**src/rtl/seqcirc_param_pkg.sv**
```systemverilog
// Shared encodings for the seqcirc_param datapath: operation modes, controller
// states and the one-step ALU operation select.
package seqcirc_param_pkg;

  typedef enum logic [1:0] {
    MODE_SUM  = 2'b00,
    MODE_DIFF = 2'b01,
    MODE_MAC  = 2'b10,
    MODE_MAX  = 2'b11
  } mode_e;

  typedef enum logic [2:0] {
    ST_IDLE = 3'd0,
    ST_EXEC = 3'd1,
    ST_MUL1 = 3'd2,
    ST_MUL2 = 3'd3,
    ST_DONE = 3'd4
  } state_e;

  typedef enum logic [1:0] {
    OP_ADD = 2'd0,
    OP_SUB = 2'd1,
    OP_MAX = 2'd2
  } alu_op_e;

endpackage

```
**src/rtl/seqcirc_param_if.sv**
```systemverilog
// Request/response bundle of seqcirc_param: start, mode and operands in,
// result and status flags out.
interface seqcirc_param_if #(
  parameter int WIDTH = 8
);
  logic             start;
  logic [1:0]       mode;
  logic [WIDTH-1:0] A;
  logic [WIDTH-1:0] B;
  logic [WIDTH-1:0] C;
  logic [WIDTH-1:0] D;
  logic [WIDTH-1:0] result;
  logic             done;
  logic             busy;
  logic             ovf;

  modport master (output start, mode, A, B, C, D, input result, done, busy, ovf);
  modport slave  (input start, mode, A, B, C, D, output result, done, busy, ovf);
endinterface

```
**src/rtl/seqcirc_param_alu.sv**
```systemverilog
// Combinational single-step unit: acc op x with carry/borrow (unsigned) or
// two's-complement overflow (signed). MAX keeps acc on ties and never flags.
module seqcirc_param_alu
  import seqcirc_param_pkg::*;
#(
  parameter int WIDTH  = 8,
  parameter int SIGNED = 0
) (
  input  logic [WIDTH-1:0] acc,
  input  logic [WIDTH-1:0] x,
  input  alu_op_e          op,
  output logic [WIDTH-1:0] res,
  output logic             ovf
);

  logic [WIDTH:0] sum;
  logic [WIDTH:0] diff;
  logic           x_gt;

  // One accumulate step with overflow detection
  always_comb begin
    sum  = {1'b0, acc} + {1'b0, x};
    diff = {1'b0, acc} - {1'b0, x};
    x_gt = (SIGNED != 0) ? ($signed(x) > $signed(acc)) : (x > acc);
    res  = acc;
    ovf  = 1'b0;
    case (op)
      OP_ADD: begin
        res = sum[WIDTH-1:0];
        ovf = (SIGNED != 0) ? ((acc[WIDTH-1] == x[WIDTH-1]) && (res[WIDTH-1] != acc[WIDTH-1]))
                            : sum[WIDTH];
      end
      OP_SUB: begin
        res = diff[WIDTH-1:0];
        ovf = (SIGNED != 0) ? ((acc[WIDTH-1] != x[WIDTH-1]) && (res[WIDTH-1] != acc[WIDTH-1]))
                            : diff[WIDTH];
      end
      OP_MAX: res = x_gt ? x : acc;
      default: res = acc;
    endcase
  end

endmodule

```
**src/rtl/seqcirc_param.sv**
```systemverilog
// Multi-cycle four-operand datapath (SUM/DIFF/MAC/MAX) with sticky overflow.
// Operands latch on the accepting edge; one ALU step per clock afterwards.
module seqcirc_param
  import seqcirc_param_pkg::*;
#(
  parameter int WIDTH  = 8,
  parameter int SIGNED = 0
) (
  input  logic          clk,
  input  logic          reset,
  seqcirc_param_if.slave bus
);

  localparam int CW = $clog2(WIDTH) + 1;
  // Largest product magnitude representable as a negative signed result.
  localparam logic [2*WIDTH-1:0] SMAG_LIM = (2*WIDTH)'(1) << (WIDTH - 1);

  state_e             state_q, state_d;
  mode_e              mode_q;
  logic [WIDTH-1:0]   a_q, b_q, c_q, d_q, acc_q;
  logic               ovf_q;
  logic [CW-1:0]      cnt_q;
  logic [2*WIDTH-1:0] prod_q, prod_d;
  logic               accept, last_bit;
  alu_op_e            alu_op;
  logic [WIDTH-1:0]   alu_x, alu_res;
  logic               alu_ovf;
  logic [WIDTH-1:0]   mul_x, mul_y, mag_x, mag_y, prod_trunc;
  logic               mul_bit, mul_neg, prod_fits;

  function automatic logic [WIDTH-1:0] magnitude(logic [WIDTH-1:0] v);
    return ((SIGNED != 0) && v[WIDTH-1]) ? -v : v;
  endfunction

  assign accept      = bus.start && ((state_q == ST_IDLE) || (state_q == ST_DONE));
  assign last_bit    = (cnt_q == CW'(WIDTH - 1));
  assign bus.result  = acc_q;
  assign bus.ovf     = ovf_q;

  // Next-state and status decode
  always_comb begin
    state_d  = state_q;
    bus.busy = 1'b0;
    bus.done = 1'b0;
    case (state_q)
      ST_IDLE, ST_DONE: begin
        bus.done = (state_q == ST_DONE);
        if (accept) state_d = (mode_e'(bus.mode) == MODE_MAC) ? ST_MUL1 : ST_EXEC;
        else        state_d = ST_IDLE;
      end
      ST_EXEC: begin
        bus.busy = 1'b1;
        if (cnt_q == CW'(2)) state_d = ST_DONE;
      end
      ST_MUL1: begin
        bus.busy = 1'b1;
        if (last_bit) state_d = ST_MUL2;
      end
      ST_MUL2: begin
        bus.busy = 1'b1;
        if (last_bit) state_d = ST_DONE;
      end
      default: state_d = ST_IDLE;
    endcase
  end

  // Shift-add multiplier step on operand magnitudes; sign applied to the finished product
  always_comb begin
    mul_x      = (state_q == ST_MUL2) ? c_q : a_q;
    mul_y      = (state_q == ST_MUL2) ? d_q : b_q;
    mag_x      = magnitude(mul_x);
    mag_y      = magnitude(mul_y);
    mul_bit    = |(mag_y & (WIDTH'(1) << cnt_q));
    mul_neg    = (SIGNED != 0) && (mul_x[WIDTH-1] ^ mul_y[WIDTH-1]);
    prod_d     = prod_q;
    if (mul_bit) prod_d = prod_q + ({{WIDTH{1'b0}}, mag_x} << cnt_q);
    prod_trunc = mul_neg ? -prod_d[WIDTH-1:0] : prod_d[WIDTH-1:0];
    if (SIGNED != 0) prod_fits = mul_neg ? (prod_d <= SMAG_LIM) : (prod_d < SMAG_LIM);
    else             prod_fits = (prod_d[2*WIDTH-1:WIDTH] == '0);
  end

  // ALU operand and operation select
  always_comb begin
    alu_op = OP_ADD;
    alu_x  = prod_trunc;
    if (state_q == ST_EXEC) begin
      alu_x = (cnt_q == '0) ? b_q : (cnt_q == CW'(1)) ? c_q : d_q;
      case (mode_q)
        MODE_DIFF: alu_op = (cnt_q == '0) ? OP_ADD : OP_SUB;
        MODE_MAX:  alu_op = OP_MAX;
        default:   alu_op = OP_ADD;
      endcase
    end
  end

  seqcirc_param_alu #(.WIDTH(WIDTH), .SIGNED(SIGNED)) u_alu (
    .acc (acc_q),
    .x   (alu_x),
    .op  (alu_op),
    .res (alu_res),
    .ovf (alu_ovf)
  );

  // Controller state register
  always_ff @(posedge clk or negedge reset) begin
    if (!reset) state_q <= ST_IDLE;
    else        state_q <= state_d;
  end

  // Operand latch, accumulator, sticky overflow and step counter
  always_ff @(posedge clk or negedge reset) begin
    if (!reset) begin
      a_q    <= '0;
      b_q    <= '0;
      c_q    <= '0;
      d_q    <= '0;
      mode_q <= MODE_SUM;
      acc_q  <= '0;
      ovf_q  <= 1'b0;
      cnt_q  <= '0;
      prod_q <= '0;
    end else if (accept) begin
      a_q    <= bus.A;
      b_q    <= bus.B;
      c_q    <= bus.C;
      d_q    <= bus.D;
      mode_q <= mode_e'(bus.mode);
      acc_q  <= (mode_e'(bus.mode) == MODE_MAC) ? '0 : bus.A;
      ovf_q  <= 1'b0;
      cnt_q  <= '0;
      prod_q <= '0;
    end else begin
      case (state_q)
        ST_EXEC: begin
          acc_q <= alu_res;
          ovf_q <= ovf_q | alu_ovf;
          cnt_q <= cnt_q + CW'(1);
        end
        ST_MUL1, ST_MUL2: begin
          // the product is folded into acc only on its last multiplier bit
          if (last_bit) begin
            acc_q  <= alu_res;
            ovf_q  <= ovf_q | alu_ovf | !prod_fits;
            cnt_q  <= '0;
            prod_q <= '0;
          end else begin
            prod_q <= prod_d;
            cnt_q  <= cnt_q + CW'(1);
          end
        end
        default: ;
      endcase
    end
  end

endmodule

```
**src/flat_wrapper.sv**
```systemverilog
// flat-port wrapper written by rule: the top's interface ports become plain ports
module seqcirc_param_flat import seqcirc_param_pkg::*;
#(
  parameter int WIDTH  = 8,
  parameter int SIGNED = 0
)
  (clk, reset, bus_start, bus_mode, bus_A, bus_B, bus_C, bus_D, bus_result, bus_done, bus_busy, bus_ovf);
  seqcirc_param_if #(.WIDTH(WIDTH)) bus_i ();
  input  logic clk;
  input  logic reset;
  input wire logic [$bits(bus_i.start)-1:0] bus_start;
  input wire logic [$bits(bus_i.mode)-1:0] bus_mode;
  input wire logic [$bits(bus_i.A)-1:0] bus_A;
  input wire logic [$bits(bus_i.B)-1:0] bus_B;
  input wire logic [$bits(bus_i.C)-1:0] bus_C;
  input wire logic [$bits(bus_i.D)-1:0] bus_D;
  output wire logic [$bits(bus_i.result)-1:0] bus_result;
  output wire logic [$bits(bus_i.done)-1:0] bus_done;
  output wire logic [$bits(bus_i.busy)-1:0] bus_busy;
  output wire logic [$bits(bus_i.ovf)-1:0] bus_ovf;
  assign bus_i.start = bus_start;
  assign bus_i.mode = bus_mode;
  assign bus_i.A = bus_A;
  assign bus_i.B = bus_B;
  assign bus_i.C = bus_C;
  assign bus_i.D = bus_D;
  assign bus_result = bus_i.result;
  assign bus_done = bus_i.done;
  assign bus_busy = bus_i.busy;
  assign bus_ovf = bus_i.ovf;
  seqcirc_param #(.WIDTH(WIDTH), .SIGNED(SIGNED)) u_core (.clk(clk), .reset(reset), .bus(bus_i));
endmodule
```
**config.mk**
```make
export PLATFORM = sky130hd
export DESIGN_NAME = seqcirc_param_flat
export DESIGN_NICKNAME = d
export VERILOG_FILES = /design/src/rtl/seqcirc_param_pkg.sv /design/src/rtl/seqcirc_param_if.sv /design/src/rtl/seqcirc_param_alu.sv /design/src/rtl/seqcirc_param.sv /design/src/flat_wrapper.sv
export SDC_FILE = /design/constraint.sdc
export NUM_CORES = 1
export LEC_CHECK = 0
export CAP_MARGIN = 30
export CELL_PAD_IN_SITES_DETAIL_PLACEMENT = 0
export CELL_PAD_IN_SITES_GLOBAL_PLACEMENT = 1
export CORE_UTILIZATION = 48
export DETAILED_ROUTE_END_ITERATION = 12
export HOLD_SLACK_MARGIN = 0.08
export PLACE_DENSITY = 0.95
export SLEW_MARGIN = 20
export SYNTH_ARGS = -nofsm -noshare
export SYNTH_HDL_FRONTEND = slang
export SYNTH_SLANG_ARGS = --single-unit
```
**constraint.sdc**
```tcl
create_clock -name clk -period 13.61 [get_ports clk]
set_input_delay 1.361 -clock clk [delete_from_list [all_inputs] [get_ports clk]]
set_output_delay 1.361 -clock clk [all_outputs]
set_load 0.005 [all_outputs]
```
==> results of run 1 <==
state kept, by name (all words and copies together), names as in the netlist:
name and count:
u_core.a_q 8, u_core.d_q 8, u_core.prod_q 16, u_core.cnt_q 4, u_core.bus.ovf 1, u_core.mode_q 2, u_core.b_q 8, u_core.c_q 8
u_core.state_q 3, u_core.bus.result 8
routing by layer:
| layer | vias to the layer above | GRT usage | part of all wire |
|---|---|---|---|
| li1 | 2382 | - | - |
| met1 | 2372 | 0.383 | 0.46 |
| met2 | 177 | 0.426 | 0.46 |
| met3 | 32 | 0.0362 | 0.053 |
| met4 | 0 | 0.128 | 0.030 |
| met5 | - | 0 | 0 |
per-stage QoR:
stage,hold slack (ns),utilization,cells
2_1_floorplan,0.445,-,651
3_3_place_gp,0.475,0.544,810
3_5_place_dp,0.470,0.544,810
4_1_cts,0.489,0.561,826
5_1_grt,0.503,0.561,826
6_report,0.486,0.561,826
worst reg2reg max path: stages, from the launching register on:
cell and delay [ns]:
dfrtp_1 0.52, inv_1 0.30, ha_1 0.50, a22o_1 0.33
a221o_1 0.33, o22ai_4 0.15, o221ai_4 0.31, mux2i_1 0.24
o21ai_1 0.50, inv_1 0.10, ha_1 0.19, o21bai_1 0.15
a21oi_1 0.22, nor2_1 0.07, o21ba_2 0.21, o41ai_1 0.48
o221ai_1 0.55, nand2b_1 0.37, o31ai_1 0.29
placed cells by master, fill, tap and decap left out, types with 9 or more instances in the layout:
| cell type | instances |
|---|---|
| ha_1 | 42 |
| a21oi_1 | 41 |
| nor3_1 | 9 |
| xnor2_1 | 9 |
| o21ai_0 | 22 |
| inv_1 | 27 |
| dfrtp_1 | 66 |
| xor2_1 | 10 |
| nand3_1 | 10 |
| nor2_1 | 49 |
| nor2b_1 | 11 |
| clkbuf_8 | 10 |
| a22o_1 | 15 |
| mux2i_1 | 35 |
| clkdlybuf4s50_1 | 46 |
| nand2_1 | 137 |
area by class of cell:
| type | instances | share of cell area |
|---|---|---|
| multi-input cells | 525 | 0.572 |
| flip-flops and latches | 66 | 0.270 |
| repair buffers | 51 | 0.0811 |
| well taps | 140 | 0.0287 |
| clock buffers | 10 | 0.0225 |
| inverters | 28 | 0.0172 |
| clock inverters | 6 | 0.00778 |
kinds of logic after synthesis:
family          after synthesis  synth area share
compound gates              172             0.227
flops                        66             0.305
fa+ha+maj                    45             0.108
simple gates                250             0.206
xor+xnor                     19            0.0308
mux                          39            0.0735
buf+inv                      60            0.0493
cells in the mapped netlist (3+ instances only):
master	count
a211oi_1	7
a21o_1	7
a21oi_1	41
a221oi_1	6
a222oi_1	4
a22o_1	15
a22oi_1	6
a31oi_1	5
and3_1	3
buf_2	5
buf_4	3
clkbuf_1	20
dfrtp_1	66
fa_1	3
ha_1	42
inv_1	27
mux2_2	3
mux2i_1	35
nand2_1	137
nand2b_1	6
nand3_1	10
nand3b_1	4
nor2_1	49
nor2b_1	11
nor3_1	9
o211ai_1	7
o21ai_0	22
o21ai_1	8
o21bai_1	7
o22a_1	5
o22ai_1	6
o31ai_1	5
or3_1	3
xnor2_1	9
xor2_1	10
final timing paths:
check | start | end | depth (start not counted)
max | u_core.cnt_q[1]$_DFFE_PN0P_ | u_core.bus.result[6]$_DFFE_PN0P_ | 18
min | u_core.a_q[0]$_DFFE_PN0P_ | u_core.a_q[0]$_DFFE_PN0P_ | 2
max reg2reg | u_core.cnt_q[1]$_DFFE_PN0P_ | u_core.bus.result[6]$_DFFE_PN0P_ | 18
min reg2reg | u_core.a_q[0]$_DFFE_PN0P_ | u_core.a_q[0]$_DFFE_PN0P_ | 2
max in group asynchronous | reset | u_core.cnt_q[2]$_DFFE_PN0P_ | 2
min in group asynchronous | reset | u_core.bus.result[1]$_DFFE_PN0P_ | 2
==> key figures, run 1 <==
Worst setup path
  – Slowest Stage Delay on Critical Path: approximately 0.55 ns
  – R2r setup slk: 7.69 ns
  – Startpoint Class: flip-flop
  – Critical Path Sink Type: flip-flop
  – Crit path buf inv count: 2
  – Worst Path Required: between 10 and 15 ns
  – Worst Path Class, Setup: flip-flop to flip-flop
  – CP delay by family, top: compound AO/OA/AOI/OAI gates
  – Slowest CP cell: o221ai_1
  – Worst Path Arrival: just over 6 ns
  – CP Max Fanout: 20
  – Critical path cell sequence: inv_1 -> ha_1 -> a22o_1 -> a221o_1 -> o22ai_4 -> o221ai_4 -> mux2i_1 -> o21ai_1 -> inv_1 -> ha_1 -> o21bai_1 -> a21oi_1 -> nor2_1 -> o21ba_2 -> o41ai_1 -> o221ai_1 -> nand2b_1 -> o31ai_1

Hold path
  – HP Class: flip-flop to flip-flop

Clocking
  – Longest Clk Path Bufs: 2
  – Clock buffer count from CTS: 9
  – Clk_lat worst skew: ~0.37 ns
  – H-tree depth: 3
  – Hold Buf Count CTS: 0
  – Worst-path clk slew: 0.08 ns
  – Postcts setup bufs: 0
  – Post-CTS resize count: 0
  – Clock sinks: 66
  – CTS tree: built
  – Root buffer cell: clkbuf_8

Global route
  – GRT Total Usage: 0.276
  – Largest net degree at the start of global routing: between 60 and 70
  – Initial antenna violation count: 0
  – Vias in the first global route: approximately 4800
  – GRT overflow: 0
  – First-pass GRT wire length: about 25000 um

Job
  – Max cap viols: 0

Detailed routing
  – DRT iter0 DRCs: 326
  – Vias/cell: ~6.0
  – Post-DRT Antenna Nets: 0
  – Avg WL per Cell: ~18 um
  – Residual DRC: 0
  – Via count: 4963
  – Total Wirelength: around 15000 um
  – TritonRoute pass-1 iters: 6

STA
  – RSZ-0062 raised after global routing: no
  – Peak Freq: between 150 and 200 MHz
  – Fin. max-slew vios: 0
  – Worst slew margin: 0.346
  – Max Clock Skew: approximately 0.016 ns
  – Final Cycle Share: 0.435
  – Endpoints failing hold: 0
  – Worst setup margin: between 7 and 8 ns
  – Final setup viols: 0
  – TNS Setup: 0 ns
  – Slew @ Worst Pin: 0.981 ns
  – Min cycle time layout: approximately 5.9 ns

Yosys
  – Avg Cell Area, Syn: 8.31 um2
  – Post-synth EDFFs: 0
  – Post-Synthesis Cells: ~650
  – Post-synth top area share: 0.305
  – Seq/Total Area, Yosys: 0.305
  – Ranking of synthesized cells by area: dfrtp_1, ha_1, nand2_1
  – Post-synth top flop: dfrtp_1
  – Mapped Nets: 733
  – Ys async rst share: 1.00
  – Post-synthesis cell type count: approximately 70
  – Ys Warns: 0
  – #FFs+latches synth: 66
  – Cell accounting for the most synthesized area: dfrtp_1
  – Mapped cell area: between 5000 and 6000 um2

Layout
  – Multi-input gate area: 3500 um2
  – Design area: between 6000 and 7000 um2
  – Synthesis-to-finish area growth: 12.9%
  – Seq. cell area: approximately 1700 um2
  – Final Net Count: between 700 and 800
  – Layout fillers: roughly 1000
  – Ratio of cells with drive above 1 in the final layout: 0.0554
  – Antenna Cells: 0

Place
  – Cell Area, Placed: 5920 um2
  – PortBufs: 47
  – Pre-CTS WS: 7.84 ns
  – GPL Wtd Cong: approximately 0.94
  – Hpwl dp: 11400 um

Status
  – Status: finished, final reports clean

Floorplanning
  – Core ar.: 10900 um2
  – Row cnt: 38
  – Die Ht: between 100 and 150 um
  – Die ar.: roughly 12000 um2
  – Die Width: around 110 um
  – Ports: 48
  – Effective utilization at floorplan: 0.497
Power of run 1 is left out: the tool's default activity adds up to more than one toggle a clock period on the data nets, which glitch-free logic cannot reach.
==> run 2: changes to the inputs <==
--- a/config.mk
+++ b/config.mk
@@ -8,10 +8,10 @@
 export CAP_MARGIN = 30
 export CELL_PAD_IN_SITES_DETAIL_PLACEMENT = 0
 export CELL_PAD_IN_SITES_GLOBAL_PLACEMENT = 1
-export CORE_UTILIZATION = 48
+export CORE_UTILIZATION = 45
 export DETAILED_ROUTE_END_ITERATION = 12
 export HOLD_SLACK_MARGIN = 0.08
-export PLACE_DENSITY = 0.95
+export PLACE_DENSITY = 0.93
 export SLEW_MARGIN = 20
 export SYNTH_ARGS = -nofsm -noshare
 export SYNTH_HDL_FRONTEND = slang
==> constraint.sdc (replaced) <==
create_clock -name clk -period 5.55 [get_ports clk]
set_input_delay 0.555 -clock clk [delete_from_list [all_inputs] [get_ports clk]]
set_output_delay 0.555 -clock clk [all_outputs]
set_load 0.005 [all_outputs]
==> run 2 against run 1 <==
  * Register-to-register slack got worse by 7.4 ns
  * Worst setup slack lost 7.4 ns
  * Hold slack worse by 0.075 ns
  * Largest cell class unchanged
  * Sequential share of layout area down 0.63 points
  * Routed wire length increased by 0.11%
  * The run now ends with DRC left
  * Clock skew is 0.012 ns lower
  * Count of clock-buffer cells in the layout did not move
==> key figures, run 2 (same netlist as run 1, synthesis figures left out) <==
Job
  – Max cap viols: 0

STA
  – Worst slew margin: 0.418
  – Fin. max-slew vios: 0
  – Min cycle time layout: about 5.3 ns
  – Final Cycle Share: 0.952
  – Worst setup margin: approximately 0.27 ns
  – Slew @ Worst Pin: 0.872 ns
  – Peak Freq: 189 MHz
  – Final setup viols: 0
  – RSZ-0062 raised after global routing: no
  – TNS Setup: 0 ns
  – Max Clock Skew: 0.00448 ns
  – Endpoints failing hold: 0

Detailed routing
  – Met3 WL: between 700 and 800 um
  – TritonRoute pass-1 iters: 9
  – Total Wirelength: about 15000 um
  – Top Layer Used: met4
  – Post-DRT Antenna Nets: 0
  – WL met2: roughly 7000 um
  – DRT iter0 DRCs: ~450
  – Avg WL per Cell: 18.2 um
  – Residual DRC: 2
  – Vias/cell: around 6.1
  – Wl on met1: ~7000 um
  – Via count: a little over 5000

Worst setup path
  – Slowest Stage Delay on Critical Path: about 0.52 ns
  – Worst Path Required: slightly below 6 ns
  – Worst Path Class, Setup: flip-flop to flip-flop
  – CP delay by family, top: compound AO/OA/AOI/OAI gates
  – CP Max Fanout: 12
  – Slowest CP cell: o41ai_1
  – Worst Path Arrival: around 5.5 ns
  – R2R depth: 18
  – Crit path buf inv count: 3
  – Startpoint Class: flip-flop
  – Critical path depth in cells: 18
  – Critical Path Sink Type: flip-flop
  – Critical path cell sequence: inv_1 -> ha_1 -> a22o_1 -> a221o_1 -> o22ai_4 -> o221ai_4 -> buf_4 -> mux2i_1 -> o21ai_1 -> ha_1 -> inv_1 -> a21oi_1 -> nor2_1 -> o21ba_2 -> o41ai_1 -> o221ai_1 -> nand2b_1 -> o31ai_1

Clocking
  – Root buffer cell: clkbuf_16
  – CTS tree: built
  – Hold Buf Count CTS: 0
  – Clock sinks: 66
  – Clk_lat worst skew: 0.34 ns
  – Worst-path clk slew: ~0.06 ns
  – H-tree depth: 3
  – Longest Clk Path Bufs: 2
  – Clock buffer count from CTS: 9

Status
  – Violated checks: DRC
  – Status: complete, but fails checks

Place
  – DP Cell Count: 817
  – PortBufs: 47
  – Hpwl dp: roughly 12000 um
  – GPL Wtd Cong: 0.885
  – Pre-CTS WS: around 0.26 ns

Layout
  – Most frequent cells in the layout: nand2_1, dfrtp_1, nor2_1
  – Ratio of cells with drive above 1 in the final layout: 0.0666
  – Top reg by flops: u_core.prod_q
  – Most common cell after layout, fill and taps aside: nand2_1
  – Multi-input gate area: approximately 3500 um2
  – Synthesis-to-finish area growth: 15.7%
  – Final Net Count: between 700 and 800
  – Post-Layout Cell Count: 834
  – Layout fillers: 1063
  – Seq. cell area: approximately 1700 um2
  – Max reg flops: 16
  – Antenna Cells: 0

Global route
  – Initial antenna violation count: 0
  – GRT Total Usage: 0.256
  – Largest net degree at the start of global routing: 67
  – Vias in the first global route: roughly 5000
  – First-pass GRT wire length: around 25000 um
  – GRT overflow: 0

Floorplanning
  – Row cnt: 39
  – Die Width: 112 um
  – Core ar.: around 12000 um2
  – Effective utilization at floorplan: 0.468
  – Ports: between 40 and 50
  – Die Ht: 112 um
  – Die ar.: 12500 um2

Hold path
  – HP Class: input pin to async pin
==> run 2: layout make-up <==
class | count | area share
Multi-Input combinational cell | 525 | 0.560
Sequential cell | 66 | 0.264
Timing Repair Buffer | 57 | 0.0863
Clock buffer | 10 | 0.0382
Tap cell | 143 | 0.0286
Inverter | 28 | 0.0168
Clock inverter | 5 | 0.00640
==> run 2: per-stage QoR <==
stage | hold WS (ns) | instance area, um2 | util
after floorplan | 0.259 | 5410 | -
after global placement | 0.494 | 5960 | 0.515
after detailed placement | 0.475 | 5960 | 0.515
after CTS | 0.443 | 6240 | 0.539
after global routing | 0.480 | 6260 | 0.541
final | 0.411 | 6260 | 0.541
==> run 2: routing by layer <==
layer | vias up | global-route usage
li1 | 2397 | -
met1 | 2468 | 0.345
met2 | 150 | 0.408
met3 | 34 | 0.0392
met4 | 0 | 0.110
met5 | - | 0
==> run 2: worst reg2reg max path: cells and delay by family, from the launching register on <==
family | cells | cell delay, ns
DFF | 1 | 0.51
and+or+nand+nor | 2 | 0.35
adders and majority gates | 2 | 0.79
AOI/OAI and AO/OA | 10 | 2.69
buffers and inverters | 3 | 0.64
muxes | 1 | 0.19
==> run 2: final timing paths <==
path | from | to | slack (ns)
min | reset | u_core.d_q[6]$_DFFE_PN0P_ | 0.41
min reg2reg | u_core.a_q[1]$_DFFE_PN0P_ | u_core.a_q[1]$_DFFE_PN0P_ | 0.49
max in group asynchronous | reset | u_core.state_q[0]$_DFFE_PN0P_ | 4.53
min in group clk | u_core.a_q[1]$_DFFE_PN0P_ | u_core.a_q[1]$_DFFE_PN0P_ | 0.49
max reg2reg | u_core.cnt_q[1]$_DFFE_PN0P_ | u_core.bus.result[4]$_DFFE_PN0P_ | 0.27
max | u_core.cnt_q[1]$_DFFE_PN0P_ | u_core.bus.result[4]$_DFFE_PN0P_ | 0.27
==> run 2: what timing repair did <==
action | CTS | global route
setup endpoints to repair | 0 | 7
resized for setup | 0 | 4
setup buffers | 0 | 0
Power of run 2 is left out for the same reason.
